--- src/rtl/dmem_pkg.sv ---
// dmem_pkg: shared size encodings, response FSM states and lane count for the data-memory lane controller
package dmem_pkg;
    localparam int LANES = 4;
    typedef enum logic [1:0] {SZ_BYTE = 2'd0, SZ_HALF = 2'd1, SZ_WORD = 2'd2} size_e;
    typedef enum logic [1:0] {IDLE = 2'd0, RESP = 2'd1, HOLD = 2'd2} state_e;
endpackage

--- src/rtl/dmem_load_align.sv ---
// dmem_load_align: extracts a byte/half/word from the four lane read bytes and zero/sign-extends it
module dmem_load_align
    import dmem_pkg::*;
(
    input  logic [31:0] lane_rdata,
    input  logic [1:0]  off,
    input  logic [1:0]  size,
    input  logic        sgn,
    output logic [31:0] rdata
);
    logic [1:0]  eff;
    logic [31:0] sh;
    // Words always start at lane 0 and halves at lane 0 or 2, so low offset bits drop out here
    assign eff   = size[1] ? 2'd0 : (size == SZ_HALF) ? {off[1], 1'b0} : off;
    assign sh    = lane_rdata >> {eff, 3'b000};
    assign rdata = size[1] ? sh :
                   (size == SZ_HALF) ? {{16{sgn & sh[15]}}, sh[15:0]} :
                   {{24{sgn & sh[7]}}, sh[7:0]};
endmodule

--- src/rtl/dmem_lane_ctrl.sv ---
// dmem_lane_ctrl: byte-lane write steering and aligned load responses with a stall hold register.
// Optional misaligned-access trap enabled by defining DMEM_MISALIGN_TRAP_EN.
module dmem_lane_ctrl
    import dmem_pkg::*;
#(
    parameter int ADDR = 12
) (
    input  logic              clk,
    input  logic              rst_n,
    input  logic              req_valid,
    output logic              req_ready,
    input  logic              req_we,
    input  logic [1:0]        req_size,
    input  logic              req_signed,
    input  logic [ADDR+1:0]   req_addr,
    input  logic [31:0]       req_wdata,
    output logic              rsp_valid,
    input  logic              rsp_ready,
    output logic [31:0]       rsp_rdata,
    output logic              rsp_err,
    output logic [ADDR-1:0]   lane_addr,
    output logic [LANES-1:0]  lane_we,
    output logic [31:0]       lane_wdata,
    input  logic [31:0]       lane_rdata
);
    state_e      state, state_nx;
    logic [1:0]  off, c_off, c_size;
    logic        c_sgn, c_nul, fire, trap;
    logic [3:0]  mask;
    logic [31:0] fmt, live, hold_q;

    assign off        = req_addr[1:0];
    assign req_ready  = rst_n && (!rsp_valid || rsp_ready);
    assign fire       = req_valid && req_ready;
    assign mask       = req_size[1] ? 4'b1111 :
                        (req_size == SZ_HALF) ? (off[1] ? 4'b1100 : 4'b0011) : 4'b0001 << off;
    assign lane_we    = (fire && req_we && !trap) ? mask : '0;
    assign lane_wdata = req_size[1] ? req_wdata :
                        (req_size == SZ_HALF) ? {2{req_wdata[15:0]}} : {4{req_wdata[7:0]}};
    assign lane_addr  = req_addr[ADDR+1:2];

`ifdef DMEM_MISALIGN_TRAP_EN
    logic c_err;
    assign trap    = req_size[1] ? (off != 2'd0) : (req_size == SZ_HALF) && off[0];
    assign rsp_err = rsp_valid && c_err;
    // Remember whether the outstanding response belongs to a trapped access
    always_ff @(posedge clk or negedge rst_n)
        if (!rst_n) c_err <= 1'b0;
        else if (fire) c_err <= trap;
`else
    assign trap    = 1'b0;
    assign rsp_err = 1'b0;
`endif

    dmem_load_align u_align (
        .lane_rdata (lane_rdata),
        .off        (c_off),
        .size       (c_size),
        .sgn        (c_sgn),
        .rdata      (fmt)
    );

    // Stores and trapped accesses carry no data
    assign live = c_nul ? '0 : fmt;

    // State register
    always_ff @(posedge clk or negedge rst_n)
        if (!rst_n) state <= IDLE;
        else state <= state_nx;

    // A new accept always opens a live response; an unconsumed response falls into HOLD
    always_comb state_nx = fire ? RESP : (state != IDLE && !rsp_ready) ? HOLD : IDLE;

    // Response outputs: live format in RESP, snapshot in HOLD, zero when idle
    always_comb begin
        rsp_valid = state != IDLE;
        rsp_rdata = (state == RESP) ? live : (state == HOLD) ? hold_q : '0;
    end

    // Capture request attributes on accept; snapshot the data before the lane RAMs reload
    always_ff @(posedge clk or negedge rst_n)
        if (!rst_n) begin
            c_off  <= '0;
            c_size <= '0;
            c_sgn  <= 1'b0;
            c_nul  <= 1'b0;
            hold_q <= '0;
        end else begin
            if (fire) begin
                c_off  <= off;
                c_size <= req_size;
                c_sgn  <= req_signed;
                c_nul  <= req_we || trap;
            end
            if (state == RESP && !rsp_ready) hold_q <= live;
        end
endmodule

--- config.mk ---
export PLATFORM = sky130hd
export DESIGN_NAME = dmem_lane_ctrl
export DESIGN_NICKNAME = d
export VERILOG_FILES = /design/src/rtl/dmem_pkg.sv /design/src/rtl/dmem_load_align.sv /design/src/rtl/dmem_lane_ctrl.sv
export SDC_FILE = /design/constraint.sdc
export NUM_CORES = 1
export LEC_CHECK = 0
export CORE_ASPECT_RATIO = 0.75
export CORE_MARGIN = 2
export CORE_UTILIZATION = 42
export CTS_BUF_LIST = sky130_fd_sc_hd__clkbuf_16
export CTS_CLUSTER_DIAMETER = 60
export DETAILED_ROUTE_END_ITERATION = 8
export GPL_ROUTABILITY_DRIVEN = 0
export PLACE_DENSITY = 0.88
export SETUP_SLACK_MARGIN = 0.3
export SYNTH_ARGS = -nofsm -noshare
export SYNTH_HDL_FRONTEND = slang
export SYNTH_SLANG_ARGS = --single-unit
--- constraint.sdc ---
create_clock -name clk -period 2.8 [get_ports clk]
set_input_delay 0.42 -clock clk [delete_from_list [all_inputs] [get_ports clk]]
set_output_delay 0.42 -clock clk [all_outputs]
set_load 0.02 [all_outputs]
After elaboration in Yosys (flattened, before gate mapping)
Index checks and enable logic that the tools add are counted.
{"block": "word_totals", "regBits": 40, "latch_bits": 0, "ramBits": 0, "romBits": 0, "in_bits": 86, "output_inout_bits": 83, "memories": 0}
{"block": "op_classes", "n_addsub": 0, "n_mul": 0, "n_div": 0, "n_lt_le_gt_ge": 0, "eq_ne": 4, "n_shift": 2, "mux": 15, "n_bitwise": 2, "reduce_logical": 9}
{"operator": "two-way mux 32 bit", "count": 7}
{"operator": ">> shifter 32 x 5 -> 32 bit", "count": 1}
{"operator": "two-way mux 4 bit", "count": 4}
{"operator": "== test 2 x 1 -> 1 bit (second input constant)", "count": 3}
{"operator": "two-way mux 2 bit", "count": 3}
{"operator": "logical AND 1 bit", "count": 5}
{"operator": "<< shifter 1 x 2 -> 4 bit (first input constant)", "count": 1}
{"operator": "AND 1 bit", "count": 2}
{"operator": "== test 2 bit (second input constant)", "count": 1}
{"operator": "logical NOT 1 bit", "count": 2}
{"operator": "nonzero test 2 bit", "count": 1}
{"operator": "logical OR 1 bit", "count": 1}
{"operator": "two-way mux 1 bit", "count": 1}

Depth between registers and ports, before layout
{"block": "logic_depth", "depth_word": 9, "depth_mapped": 7}

Modules after synthesis
A second synthesis with hierarchy kept.
{"block": "unflattened", "cells_unflattened": 406, "hier_area_um2": 3562.2}
{"module": "dmem_lane_ctrl", "instances": 1, "cells_each": 285, "area_per_inst_um2": 2687.6, "seq_area_each_um2": 1001.0}
{"module": "dmem_load_align", "instances": 1, "cells_each": 121, "area_per_inst_um2": 874.6, "seq_area_each_um2": 0.0}

Least setup slack after synthesis
OpenSTA, ideal clock, no wires.
{"block": "synth_path", "path_kind": "register to output", "start": "register c_size[0]", "end": "output port rsp_rdata[21]", "t_arrival_ns": 1.791, "required_ns": 2.380, "slack_ns": 0.589, "path_stages_with_launch": 8, "path_cell_list": "dfrtp_1 > buf_6 > nand4bb_1 > o221a_1 > nor2_1 > o211ai_2 > buf_6 > o21ai_1"}
{"block": "synth_via", "elab_chain_cells": 9}
{"item": "from (decl)", "line_no": "dmem_lane_ctrl.sv:27", "rtl": "logic [1:0] off, c_off, c_size;"}
{"item": "from (signal assigned)", "line_no": "dmem_lane_ctrl.sv:91", "rtl": "c_size <= req_size;"}
{"item": "== test 2 x 1 -> 1 bit (*)", "line_no": "dmem_load_align.sv:14, dmem_load_align.sv:17"}
{"item": "two-way mux 1 bit", "line_no": "dmem_load_align.sv:14", "rtl": "assign eff = size[1] ? 2'd0 : (size == SZ_HALF) ? {off[1], 1'b0} : off;"}
{"item": "two-way mux 2 bit", "line_no": "dmem_load_align.sv:14"}
{"item": ">> shifter 32 x 5 -> 32 bit", "line_no": "dmem_load_align.sv:15", "rtl": "assign sh = lane_rdata >> {eff, 3'b000};"}
{"item": "AND 1 bit (on tied branches)", "line_no": "dmem_load_align.sv:18, dmem_load_align.sv:17"}
{"item": "two-way mux 32 bit", "line_no": "dmem_load_align.sv:17", "rtl": "(size == SZ_HALF) ? {{16{sgn & sh[15]}}, sh[15:0]} :"}
{"item": "two-way mux 32 bit (*)", "line_no": "dmem_load_align.sv:16", "rtl": "assign rdata = size[1] ? sh :"}
{"item": "two-way mux 32 bit (*)", "line_no": "dmem_lane_ctrl.sv:64", "rtl": "assign live = c_nul ? '0 : fmt;"}
{"item": "two-way mux 32 bit (*)", "line_no": "dmem_lane_ctrl.sv:77", "rtl": "rsp_rdata = (state == RESP) ? live : (state == HOLD) ? hold_q : '0;"}
{"item": "to (decl)", "line_no": "dmem_lane_ctrl.sv:19", "rtl": "output logic [31:0] rsp_rdata,"}
Mark *: on every way between the ends. The rest lies on a longest branch, timed or not.

Worst setup path in the final report
{"block": "layout_path", "start": "input port lane_rdata[7]", "end": "output port rsp_rdata[19]"}
{"block": "layout_via", "elab_chain_cells": 6}
{"item": "from (decl)", "line_no": "dmem_lane_ctrl.sv:24", "rtl": "input logic [31:0] lane_rdata"}
{"item": ">> shifter 32 x 5 -> 32 bit (*)", "line_no": "dmem_load_align.sv:15"}
{"item": "AND 1 bit (on tied branches)", "line_no": "dmem_load_align.sv:18, dmem_load_align.sv:17"}
{"item": "two-way mux 32 bit (*)", "line_no": "dmem_load_align.sv:17"}
{"item": "two-way mux 32 bit (*)", "line_no": "dmem_load_align.sv:16"}
{"item": "two-way mux 32 bit (*)", "line_no": "dmem_lane_ctrl.sv:64"}
{"item": "two-way mux 32 bit (*)", "line_no": "dmem_lane_ctrl.sv:77"}
Marks and branches as above.

==> impl_results.md <==
- Post-synthesis compound-gate area fraction: 0.222
- Lkg Pwr: about 2.2 nW
- FF-to-FF Start: c_size[0]
- Most frequent cells in the layout: 84 x clkdlybuf4s50_1, 54 x nand2_1, 38 x dfrtp_1, 37 x buf_4, 24 x o21ai_1
- Min Tclk post-route: 2.53 ns
- Clock sinks: 40
- Final period util: 0.905
- Max Cap Violations: 0
- Worst-path fanout max: 14
- Via-per-instance ratio: about 5.7
- Mux share of post-synthesis cell area: 0.180
- Mapped cell area: around 3000 sq um
- Die height: 77 um
- Dpl hpwl: around 7700 um
- Initial antenna violation count: 0
- CP arrival: 2.11 ns
- Latest clock arrival within the worst-skew pair: 0.28 ns
- Slew headroom: 0.538
- Core Footprint: 6830 sq um
- XOR/XNOR Fraction of Synth Area: 0
- Main combinational cell family by area after synthesis: compound AO/OA/AOI/OAI gates
- Final Hold Viols: 0
- Most common cell after layout, fill and taps aside: clkdlybuf4s50_1
- Slew Limit Fails: 0
- Syn_area_per_cell: 9.02 sq um
- # diodes: 0
- Initial Util: 0.437
- Yosys warns: 0
- Area of placed instances: about 4500 sq um
- Layout cells sized above 1: 0.283
- CP Cell Sequence: clkdlybuf4s50_1, nand2b_1, o221a_1, nor2_2, o211ai_2, buf_12, buf_4, o21ai_1, buf_4
- Clk buf depth: 2
- Remaining global-route overflow: 0
- Num CTS Buffers: 5
- Crit path required time: 2.38 ns
- Unique masters post-synth: 40
- Peak Freq: between 300 and 400 MHz
- Outcome: finished, final reports clean
- Critical path launch point type: input port
- CP endpoint kind: primary output
- Peak supply drop: approximately 0.25 mV
- Clock transition at path regs: 0.06 ns
- Largest net degree at the start of global routing: 41
- Reg-to-reg slack, setup: roughly 0.85 ns
- WHS: just over 0.3 ns
- Cell Rows: 26
- Crit path kind: input port to primary output
- IO Port Bufs: 143
- Die Area: ~7800 sq um
- Yosys reg bits: 40
- DR pass1 iterations: 5
- All-Layer GR Usage: 0.263
- Worst reg2reg path depth: 9
- Die W: slightly above 100 um
- Number of global-route vias before repair: 3,223
- Max H-tree Level: 2
- Antenna-violating nets left: 0
- RSZ-0062 raised after global routing: yes
- # DRC: 0
- Drt total wl: 10,700 um
- Final #Nets: between 500 and 600
- Worst clock skew: around 0.0057 ns
- Crit path largest cell delay: around 0.49 ns
- TritonCTS clock tree: yes
- Register area share after synthesis: 0.335
- Post-Synthesis Cells: about 330
- Mapped Nets: between 400 and 500
- Hold crit path type: input port to asynchronous set/reset pin
- PD cells: between 500 and 600 nW/um^2
- Tightest Pin Transition: 0.691 ns
- Most frequent CP cell: buf_4
- Hold-fix buffers at CTS: 0
- Final TNS setup: 0 ns
- IO Count: 169
- First-pass GRT wire length: roughly 16,000 um
- Synth-to-layout area growth: 59.5%
- Reg2reg end: hold_q[20]
- DR vias: roughly 3,200
- Post-Synth Adder-Cell Area: 0
- Setup violators final: 0
- Post-route cell area: approximately 4800 sq um
- Slowest cell on the critical path: clkdlybuf4s50_1
- Starting DRT DRC Count: ~260
- Routed WL per cell: around 19 um
- Root Buffer: clkbuf_16
- Post-synthesis simple-gate area fraction: 0.166
[report_power, final]
part	switching, mW	internal [mW]	leakage, nW	total, mW
Sequential	0.113	0.743	0.510	0.856
Clock	0.223	0.328	0.0736	0.551
Combinational	0.576	0.578	1.64	1.15
[kinds of logic (layout without fill, tap and decap cells)]
group,after synthesis,in the layout
flops,40,40
other cells,1,1
mux,42,42
simple gates,104,104
compound gates,97,97
buf+inv,47,193
[cell type report]
cell class	count	area, sq um
clock buffers	5	125
clock inverters	3	18.8
fillers	493	2070
inverters	5	18.8
multi-input cells	244	1820
flip-flops and latches	40	1000
well taps	84	105
repair buffers	180	1660
[metrics by stage]
| stage | total power [mW] | util | cells | setup slack, ns |
|---|---|---|---|---|
| 5_1_grt | 2.69 | 0.697 | 561 | 0.196 |
| 3_3_place_gp | 1.87 | 0.656 | 543 | -0.230 |
| 4_1_cts | 2.47 | 0.679 | 556 | 0.217 |
| 2_1_floorplan | 1.46 | - | 331 | 0.589 |
| 3_5_place_dp | 1.91 | 0.656 | 543 | -0.236 |
| 6_report | 2.56 | 0.697 | 561 | 0.266 |
[worst max path at each step]
stage                   start  cells past startpoint       endpoint  slack, ns
3_5_place_dp   lane_rdata[15]                      8  rsp_rdata[11]      -0.24
5_1_grt                 c_nul                      8  rsp_rdata[17]       0.20
4_1_cts             c_size[0]                      8  rsp_rdata[11]       0.22
3_3_place_gp   lane_rdata[15]                      8  rsp_rdata[11]      -0.23
2_1_floorplan       c_size[0]                      7  rsp_rdata[21]       0.59
6_report        lane_rdata[7]                      9  rsp_rdata[19]       0.27
[sequential cells by signal, summed over array words and instances (netlist names)]
name and flops:
c_sgn 1, state 2, hold_q 32, c_nul 1, c_size 2, c_off 2
[synth_stat cells]
cell / instances / area, sq um
a21o_1: 1 / 7.51
nor2b_2: 1 / 8.76
buf_1: 1 / 3.75
buf_4: 22 / 165
and2b_1: 1 / 7.51
nand4bb_1: 1 / 11.3
o221a_1: 1 / 11.3
o32ai_4: 1 / 27.5
o211ai_2: 2 / 25.0
and2_1: 1 / 6.26
o21ai_0: 21 / 105
o21bai_1: 1 / 7.51
a21oi_1: 10 / 50.1
a22o_1: 16 / 140
conb_1: 1 / 3.75
nor2_1: 16 / 60.1
dfrtp_1: 40 / 1000
nand2_1: 54 / 203
clkbuf_1: 15 / 56.3
o31ai_1: 2 / 15.0
or2_2: 1 / 6.26
mux4_1: 1 / 26.3
a31oi_1: 2 / 12.5
mux2i_1: 14 / 140
nand2_2: 1 / 6.26
buf_2: 1 / 5.00
nor2b_1: 17 / 106
inv_1: 5 / 18.8
nand3b_1: 1 / 7.51
a32o_1: 2 / 20.0
buf_6: 3 / 33.8
o21ai_1: 27 / 135
mux4_2: 6 / 135
and4_1: 2 / 17.5
and3_1: 1 / 6.26
a221o_1: 10 / 100
nor2_4: 1 / 11.3
o22ai_1: 1 / 6.26
mux2_2: 21 / 236
nand2b_1: 6 / 37.5
[critical path, delay by kind of cell]
family          cells  cell delay, ns
buf+inv             4            0.95
compound gates      3            0.52
simple gates        2            0.21
[repair_timing]
| item | CTS | global route |
|---|---|---|
| pin swaps | 6 | 8 |
| setup buffers | 4 | 5 |
| cloned | 1 | 0 |
| endpoints found under the setup margin | 52 | 39 |
| resized for setup | 138 | 57 |
[routing by layer]
layer | global-route usage | routed length, um | vias up
met2 | 0.452 | 5360 | 173
met5 | 0 | 0 | -
met3 | 0.0857 | 1080 | 18
li1 | - | - | 1474
met4 | 0.0595 | 171 | 0
met1 | 0.319 | 4040 | 1538
No activity file was read; power rests on OpenSTA's default activity.
